`src/rtl/game_pkg.sv`:
```
// Shared geometry, rival FSM state type and lane-to-x mapping for the racing game.
package game_pkg;

  localparam int SCREEN_H    = 480;
  localparam int ROAD_X_MIN  = 192;
  localparam int LANE_W      = 64;
  localparam int LANE_OFFSET = 16;

  typedef enum logic {ACTIVE, WAIT} rival_state_t;

  function automatic logic [9:0] lane_to_x(input logic [1:0] lane);
    return 10'(ROAD_X_MIN + int'(lane) * LANE_W + LANE_OFFSET);
  endfunction

endpackage

```
`src/rtl/rival_lane_sel.sv`:
```
// Picks the respawn lane from rnd; with RIVAL_LANE_AVOID_EN it never repeats prev_lane.
module rival_lane_sel
  import game_pkg::*;
(
  input  logic [7:0] rnd,
  input  logic [1:0] prev_lane,
  output logic [1:0] lane,
  output logic [9:0] x
);

`ifdef RIVAL_LANE_AVOID_EN
  assign lane = (rnd[1:0] == prev_lane) ? rnd[1:0] + 2'd1 : rnd[1:0];
  logic unused_bits;
  assign unused_bits = &{1'b0, rnd[7:2]};
`else
  assign lane = rnd[1:0];
  logic unused_bits;
  assign unused_bits = &{1'b0, rnd[7:2], prev_lane};
`endif

  assign x = lane_to_x(lane);

endmodule

```
`src/rtl/rival_car_core.sv`:
```
// One rival car: falls once per frame, hides on exit/collision, respawns after a hold-off.
// Optional macro RIVAL_LANE_AVOID_EN keeps consecutive spawns out of the same lane.
module rival_car_core
  import game_pkg::*;
#(
  parameter int BASE_SPEED     = 2,
  parameter int SPEED_W        = 4,
  parameter int RESPAWN_FRAMES = 8
) (
  input  logic               clk,
  input  logic               reset,
  input  logic               frame_end,
  input  logic [7:0]         rnd,
  input  logic               collide_with_rival,
  input  logic [SPEED_W-1:0] SCROLL_SPEED_Y,
  output logic [9:0]         rival_x,
  output logic [9:0]         rival_y
);

  localparam int CW = $clog2(RESPAWN_FRAMES + 1);

  rival_state_t  state_reg, state_next;
  logic [9:0]    x_reg, x_next;
  logic [9:0]    y_reg, y_next;
  logic [CW-1:0] cnt_reg, cnt_next;
  logic [1:0]    prev_lane;
  logic [1:0]    new_lane;
  logic [9:0]    new_x;
  logic [10:0]   y_sum;
  logic          hit_bottom;
  logic          respawn;

`ifdef RIVAL_LANE_AVOID_EN
  logic [1:0] lane_reg;
  always_ff @(posedge clk) begin
    if (reset)
      lane_reg <= 2'd0;
    else if (respawn)
      lane_reg <= new_lane;
  end
  assign prev_lane = lane_reg;
`else
  assign prev_lane = 2'd0;
  logic unused_lane;
  assign unused_lane = &{1'b0, new_lane};
`endif

  rival_lane_sel u_lane_sel (
    .rnd       (rnd),
    .prev_lane (prev_lane),
    .lane      (new_lane),
    .x         (new_x)
  );

  // 11-bit sum so a fast scroll near the bottom cannot wrap past 1023.
  assign y_sum      = {1'b0, y_reg} + 11'(BASE_SPEED) + 11'(SCROLL_SPEED_Y);
  assign hit_bottom = (y_sum >= 11'(SCREEN_H));
  assign respawn    = (state_reg == WAIT) && frame_end &&
                      (cnt_reg == CW'(RESPAWN_FRAMES - 1));

  always_ff @(posedge clk) begin
    if (reset) begin
      state_reg <= ACTIVE;
      x_reg     <= lane_to_x(2'd0);
      y_reg     <= 10'd0;
      cnt_reg   <= '0;
    end else begin
      state_reg <= state_next;
      x_reg     <= x_next;
      y_reg     <= y_next;
      cnt_reg   <= cnt_next;
    end
  end

  always_comb begin
    state_next = state_reg;
    case (state_reg)
      ACTIVE: if (collide_with_rival || (frame_end && hit_bottom)) state_next = WAIT;
      WAIT:   if (respawn) state_next = ACTIVE;
      default: state_next = ACTIVE;
    endcase
  end

  always_comb begin
    x_next   = x_reg;
    y_next   = y_reg;
    cnt_next = cnt_reg;
    case (state_reg)
      ACTIVE: begin
        if (collide_with_rival || (frame_end && hit_bottom)) begin
          y_next   = 10'(SCREEN_H);
          cnt_next = '0;
        end else if (frame_end) begin
          y_next = y_sum[9:0];
        end
      end
      WAIT: begin
        if (respawn) begin
          y_next   = 10'd0;
          x_next   = new_x;
          cnt_next = '0;
        end else if (frame_end) begin
          cnt_next = cnt_reg + CW'(1);
        end
      end
      default: ;
    endcase
  end

  assign rival_x = x_reg;
  assign rival_y = y_reg;

endmodule

```
`config.mk`:
```
export PLATFORM = sky130hd
export DESIGN_NAME = rival_car_core
export DESIGN_NICKNAME = d
export VERILOG_FILES = /design/src/rtl/game_pkg.sv /design/src/rtl/rival_lane_sel.sv /design/src/rtl/rival_car_core.sv
export SDC_FILE = /design/constraint.sdc
export NUM_CORES = 1
export LEC_CHECK = 0
export BUFFER_PORTS_ARGS = -buffer_cell sky130_fd_sc_hd__buf_2
export CORE_ASPECT_RATIO = 0.9
export CORE_MARGIN = 1.5
export CORE_UTILIZATION = 47
export DETAILED_ROUTE_END_ITERATION = 7
export MAX_ROUTING_LAYER = met4
export PLACE_DENSITY = 0.76
export SLEW_MARGIN = 20
export SYNTH_ARGS = -nofsm -noshare
export SYNTH_HDL_FRONTEND = slang
export SYNTH_SLANG_ARGS = --single-unit
```
`constraint.sdc`:
```
create_clock -name clk -period 2.4 [get_ports clk]
set_input_delay 0.48 -clock clk [delete_from_list [all_inputs] [get_ports clk]]
set_output_delay 0.48 -clock clk [all_outputs]
set_load 0.05 [all_outputs]
```
* Word level (Yosys, flattened, before mapping)
Index checks and enable logic that the tools add are counted.
Storage, ports and cells: output and inout bits 20, word-level logic and storage cells 34, register bits after elaboration 25, bits of input ports 16
Cells by class: equal/unequal tests 5, reduce and logical (&&, ||, !) cells 7, order comparisons 1, add/subtract/negate cells 5, muxes and demuxes 11, bitwise operators 1
Operator list (count):
- 10-bit two-way mux | 3
- 10-bit one-hot mux with 2 select lines | 1
- 4-bit two-way mux | 3
- 10-bit by 2-bit adder with 11-bit output (second input constant) | 1
- 11-bit by 4-bit adder with 11-bit output | 1
- 11-bit by 9-bit >= comparator with 1-bit output (second input constant) | 1
- 9-bit by 5-bit adder with 10-bit output (second input constant) | 1
- 8-bit by 8-bit adder with 9-bit output (first input constant) | 1
- 4-bit one-hot mux with 2 select lines | 1
- 2-bit AND reduction | 3
- 4-bit by 1-bit adder with 4-bit output (second input constant) | 1
- 4-bit by 3-bit equality test with 1-bit output (second input constant) | 1
- 1-bit logical AND | 3
- 3-bit by 2-bit != test with 1-bit output (second input constant) | 1
- 3-bit != test (second input constant) | 1
- 1-bit two-way mux | 2
- 2-bit by 1-bit != test with 1-bit output (second input constant) | 1
- 2-bit != test (second input constant) | 1
- 1-bit one-hot mux with 2 select lines | 1
- 1-bit logical OR | 1
- 1-bit NOT | 1

* Logic depth before layout (Yosys ltp)
depth in word-level cells 7, mapped depth 12, gate-level depth less buffers 12

* Cells and area by module
A second synthesis with hierarchy kept.
Unflattened totals: cells, all modules 183, area, all modules 1511.4 um2
By module, submodules not included:
- rival_car_core | seq. area each 500.5 um2, area each 1408.9 um2, times used 1, cells each 167
- rival_lane_sel | seq. area each 0.0 um2, area each 102.6 um2, times used 1, cells each 16

* Worst setup path before layout
OpenSTA, ideal clock, no wires.
kind reg2reg, start point register y_reg[1] (netlist: rival_y[1]), end point register y_reg[0] (netlist: rival_y[0]), required time 2283 ps, cell stages (with the launch flop) 13, period minus slack after synthesis 2853 ps, path slack -453 ps, arrival time 2736 ps, buffers on the path 0, setup time 117 ps, path through dfxtp_1 > inv_1 > ha_1 > inv_1 > ha_1 > inv_1 > fa_1 > nand2b_1 > a21o_1 > nor2_1 > o221ai_2 > o21a_4 > a22o_1
On the way: longest elaborated chain between the ends 7, elaborated cells on any way between the ends 9, those cells by class add/sub: 2; order compare: 1; eq/ne: 1; mux: 2; reduce/logical: 3
Ends and longest elaborated chain:
- from (decl) | RTL line rival_car_core.sv:24 | logic [9:0] y_reg, y_next;
- from (signal assigned) | RTL line rival_car_core.sv:70 | y_reg <= y_next;
- 10-bit by 2-bit adder with 11-bit output (*) | RTL line rival_car_core.sv:56 | assign y_sum = {1'b0, y_reg} + 11'(BASE_SPEED) + 11'(SCROLL_SPEED_Y);
- 11-bit by 4-bit adder with 11-bit output (*) | RTL line rival_car_core.sv:56
- 11-bit by 9-bit >= comparator with 1-bit output (*) | RTL line rival_car_core.sv:57 | assign hit_bottom = (y_sum >= 11'(SCREEN_H));
- 1-bit logical AND (*) | RTL line rival_car_core.sv:90 | if (collide_with_rival || (frame_end && hit_bottom)) begin
- 1-bit logical OR (*) | RTL line rival_car_core.sv:90
- 10-bit two-way mux or 3-bit != test (tied branches)
- 10-bit one-hot mux with 2 select lines or 2-bit AND reduction (tied branches)
Mark *: on every way between the ends. The rest lies on a longest branch, timed or not. A chain may end at the register's enable or synchronous reset.

* Worst setup path in the final report
start point register y_reg[1] (netlist: rival_y[1]), end point register cnt_reg[0]
On the way: longest elaborated chain between the ends 7
Ends and longest elaborated chain:
- 10-bit by 2-bit adder with 11-bit output | RTL line rival_car_core.sv:56
- 11-bit by 4-bit adder with 11-bit output | RTL line rival_car_core.sv:56
- 11-bit by 9-bit >= comparator with 1-bit output | RTL line rival_car_core.sv:57
- 1-bit logical AND | RTL line rival_car_core.sv:90
- 1-bit logical OR | RTL line rival_car_core.sv:90
- 2-bit != test (no source line)
- 2-bit AND reduction (no source line)
- to (signal assigned) | RTL line rival_car_core.sv:71 | cnt_reg <= cnt_next;
- to (decl) | RTL line rival_car_core.sv:25 | logic [CW-1:0] cnt_reg, cnt_next;
Every way passes these cells.

==> impl_metrics.ini <==
[sta]
tightest_slew_ns = 0.8705
hold_violations = 0
slew-limit-headroom_pct = 41.52
period_minus_slack_ns = 2.420
fin_ws_ns = -0.02016
fin_skew_ns = 0.006068
clock.fmax_mhz = 413.2
setup_violations = 1
drv_slew = 0
period_share_pct = 100.8
rsz0062_at_grt = yes

[synth]
synth-edff-count = 0
synth_top_area_cell = dfxtp_1
syn_inst = 156
yosysSeqAreaShare_pct = 27.56
async_flop_share_pct = 0
ys_ff_latch = 18
yosysUniqueCellTypes = 48
synth_area_leaders = dfxtp_1 (28%), ha_1 (9.6%), buf_4 (5.2%)
synth_area_um2 = 1308
ys_warn_count = 0
synth_top_area_share_pct = 27.56
syn_avg_cell_area_um2 = 8.381
synth_top_flop_cell = dfxtp_1

[global_routing]
antenna_found_initial = 0
grt_pass1_wl_um = 4905
grt_max_degree = 16
grt_util_all_layers_pct = 21.52
grt_overflow = 0
grt_pass1_vias = 1157

[die]
dieArea_um2 = 3108
die_x_um = 58.60
rows = 17
fp.coreArea_um2 = 2552
io_pins = 36
die_y_um = 53.04
initial_utilization_pct = 51.23

[power]
power.leakage_nw = 0.7124
p_per_area_nw_per_um2 = 482.7
p_seq_share_pct = 42.6
irDropWorstVdd_v = 0.0003801
p_clk_share_pct = 25.5
p_switching_mw = 0.2814
p_sw_share_pct = 36.55
total_power_mw = 0.7701
power.internal_mw = 0.4886
power_frac_comb_pct = 32.0

[placement]
place_hpwl_um = 2253
dp_slack_ns = -0.2955
place_inst = 212
gp_congestion = 0.9134
numPortBuffers = 22

[final_layout]
antenna_cells = 0
nets = 216
largest_register_ffs = 10
final_cells = 216
fillers = 226
final_util_pct = 62.50
drive_above_1_share_pct = 35.64
area_growth_pct = 22.01

[clock_network]
clock_latency_ns = 0.31
clkTransAtPathRegs_ns = 0.11
cts_tree = yes
post_cts_buffers = 0
clockRootBuffer = clkbuf_4
numCtsBuffers = 3
clkSinkCount = 18
clockBufferDepth = 2
htree_levels = 1

[drt]
via_per_inst = 5.806
wire_per_inst_um = 13.61
drtPass1Iterations = 4
drt_wl_total_um = 2939
ant_nets = 0
dr_total_vias = 1254
drt-initial-drc-count = 41
drc = 0

[setup_path]
critPathMaxFanout = 5
cp_cell_sequence = inv_2, ha_4, inv_2, ha_4, inv_2, fa_2, nand2b_4, a21o_1, o211a_1, o221ai_4, o2111ai_2, a311oi_2
cp.required_ns = 2.63
cp_slowest_cell = dfxtp_4
endpoint_kind = register
setup.worst_path.class = register to register
cp-start-kind = register
arrival_ns = 2.65
critPathMaxStageDelay_ns = 0.36
cp_common_cell = inv_2

[status]
violations = negative setup slack
status = finished with violations

[job]
maxCapViolCount = 0

[worst_hold_path]
min_path_type = register to register
[final timing paths]
check	from	endpoint	slack [ns]	cells past startpoint
setup / recovery	rival_y[1]	cnt_reg[0]	-0.02	12
hold / removal	rival_x[7]	rival_x[7]	0.47	1
setup reg to reg	rival_y[1]	cnt_reg[0]	-0.02	12
hold reg to reg	rival_x[7]	rival_x[7]	0.47	1
[worst max-delay path: cells and delay by family (launching register included)]
kind / cells / cell delay [ns]
AOI/OAI and AO/OA: 5 / 1.02
adders and majority gates: 3 / 0.66
buffers and inverters: 3 / 0.15
DFF: 1 / 0.36
and+or+nand+nor: 1 / 0.15
[area by class of cell]
class | count | area, um^2 | area share (%)
tap | 28 | 35.03 | 2.196
clock buffer | 4 | 36.28 | 2.275
multi-input combinational | 116 | 884.6 | 55.45
inverter | 13 | 48.80 | 3.059
timing repair buffer | 37 | 222.7 | 13.96
sequential | 18 | 367.9 | 23.06
[cell usage in the layout, fill, tap and decap left out, types with 2 or more instances in the layout]
cell      Yosys  final
buf_2         3     22
buf_4         9     15
dfxtp_1      18     14
nor2_1       12     11
nand2_1      11     11
inv_1        13      9
a21oi_1       9      9
ha_1         10      8
conb_1        2      7
nand3_1       6      6
a22o_1        5      5
inv_2         0      4
a31oi_1       4      4
nor3_1        4      4
a21o_1        3      3
xor2_1        3      3
o22ai_1       3      3
o21ai_0       3      3
clkbuf_4      0      3
dfxtp_2       0      3
a21oi_2       2      2
and4_1        2      2
or3_1         2      2
nor3b_1       2      2
a211o_1       2      2
ha_4          0      2
[stage by stage]
stage          cell area [um^2]  hold WS, ns  TNS [ns]
2_1_floorplan              1383       0.4742   -0.8685
3_3_place_gp               1550       0.4403    -2.921
3_5_place_dp               1550       0.4437    -3.325
4_1_cts                    1592       0.4709  -0.09212
5_1_grt                    1595       0.4861   -0.5585
6_report                   1595       0.4668  -0.02016
[routing by layer]
metal	GRT usage, %	up-vias	part of all wire (%)
met5	-	-	0
li1	-	623	-
met3	3.912	4	4.9
met2	37.64	39	49
met4	6.439	0	0.92
met1	25.33	588	45
[power groups by stage]
stage	clock network (mW)	registers [mW]	logic [mW]
global placement	0	0.334	0.235
CTS	0.202	0.328	0.245
global route	0.220	0.331	0.266
floorplan	0	0.371	0.154
detailed placement	0	0.335	0.243
finish	0.196	0.328	0.246
[cells by family (layout without fill, tap and decap cells)]
logic type,Yosys count,after routing,synth area share (%)
flip-flops,18,18,27.56
buffers and inverters,27,54,10.62
XOR/XNOR,4,4,3.254
AO/OA/AOI/OAI,48,48,29.38
AND/OR/NAND/NOR,46,46,17.51
other,2,7,0.5744
adder cells (fa/ha/maj),11,11,11.10
[cell usage after synthesis (2+ instances only)]
cell type	number
buf_2	3
buf_4	9
conb_1	2
o21ai_1	2
nand3_1	6
xor2_1	3
inv_1	13
a211o_1	2
nand2_1	11
and4_1	2
nor2_1	12
a21o_1	3
a21oi_2	2
a21oi_1	9
nor3_1	4
o22ai_1	3
a31oi_1	4
nor3b_1	2
dfxtp_1	18
a22o_1	5
o21ai_0	3
ha_1	10
clkbuf_1	2
or3_1	2
[timing repair]
item / 4_1_cts / 5_1_grt
gates resized for setup: 1 / 1
hold buffers: 0 / 0
pin swaps: 7 / 7
endpoints found under the setup margin: 12 / 11
Power figures use the tool's default switching activity.
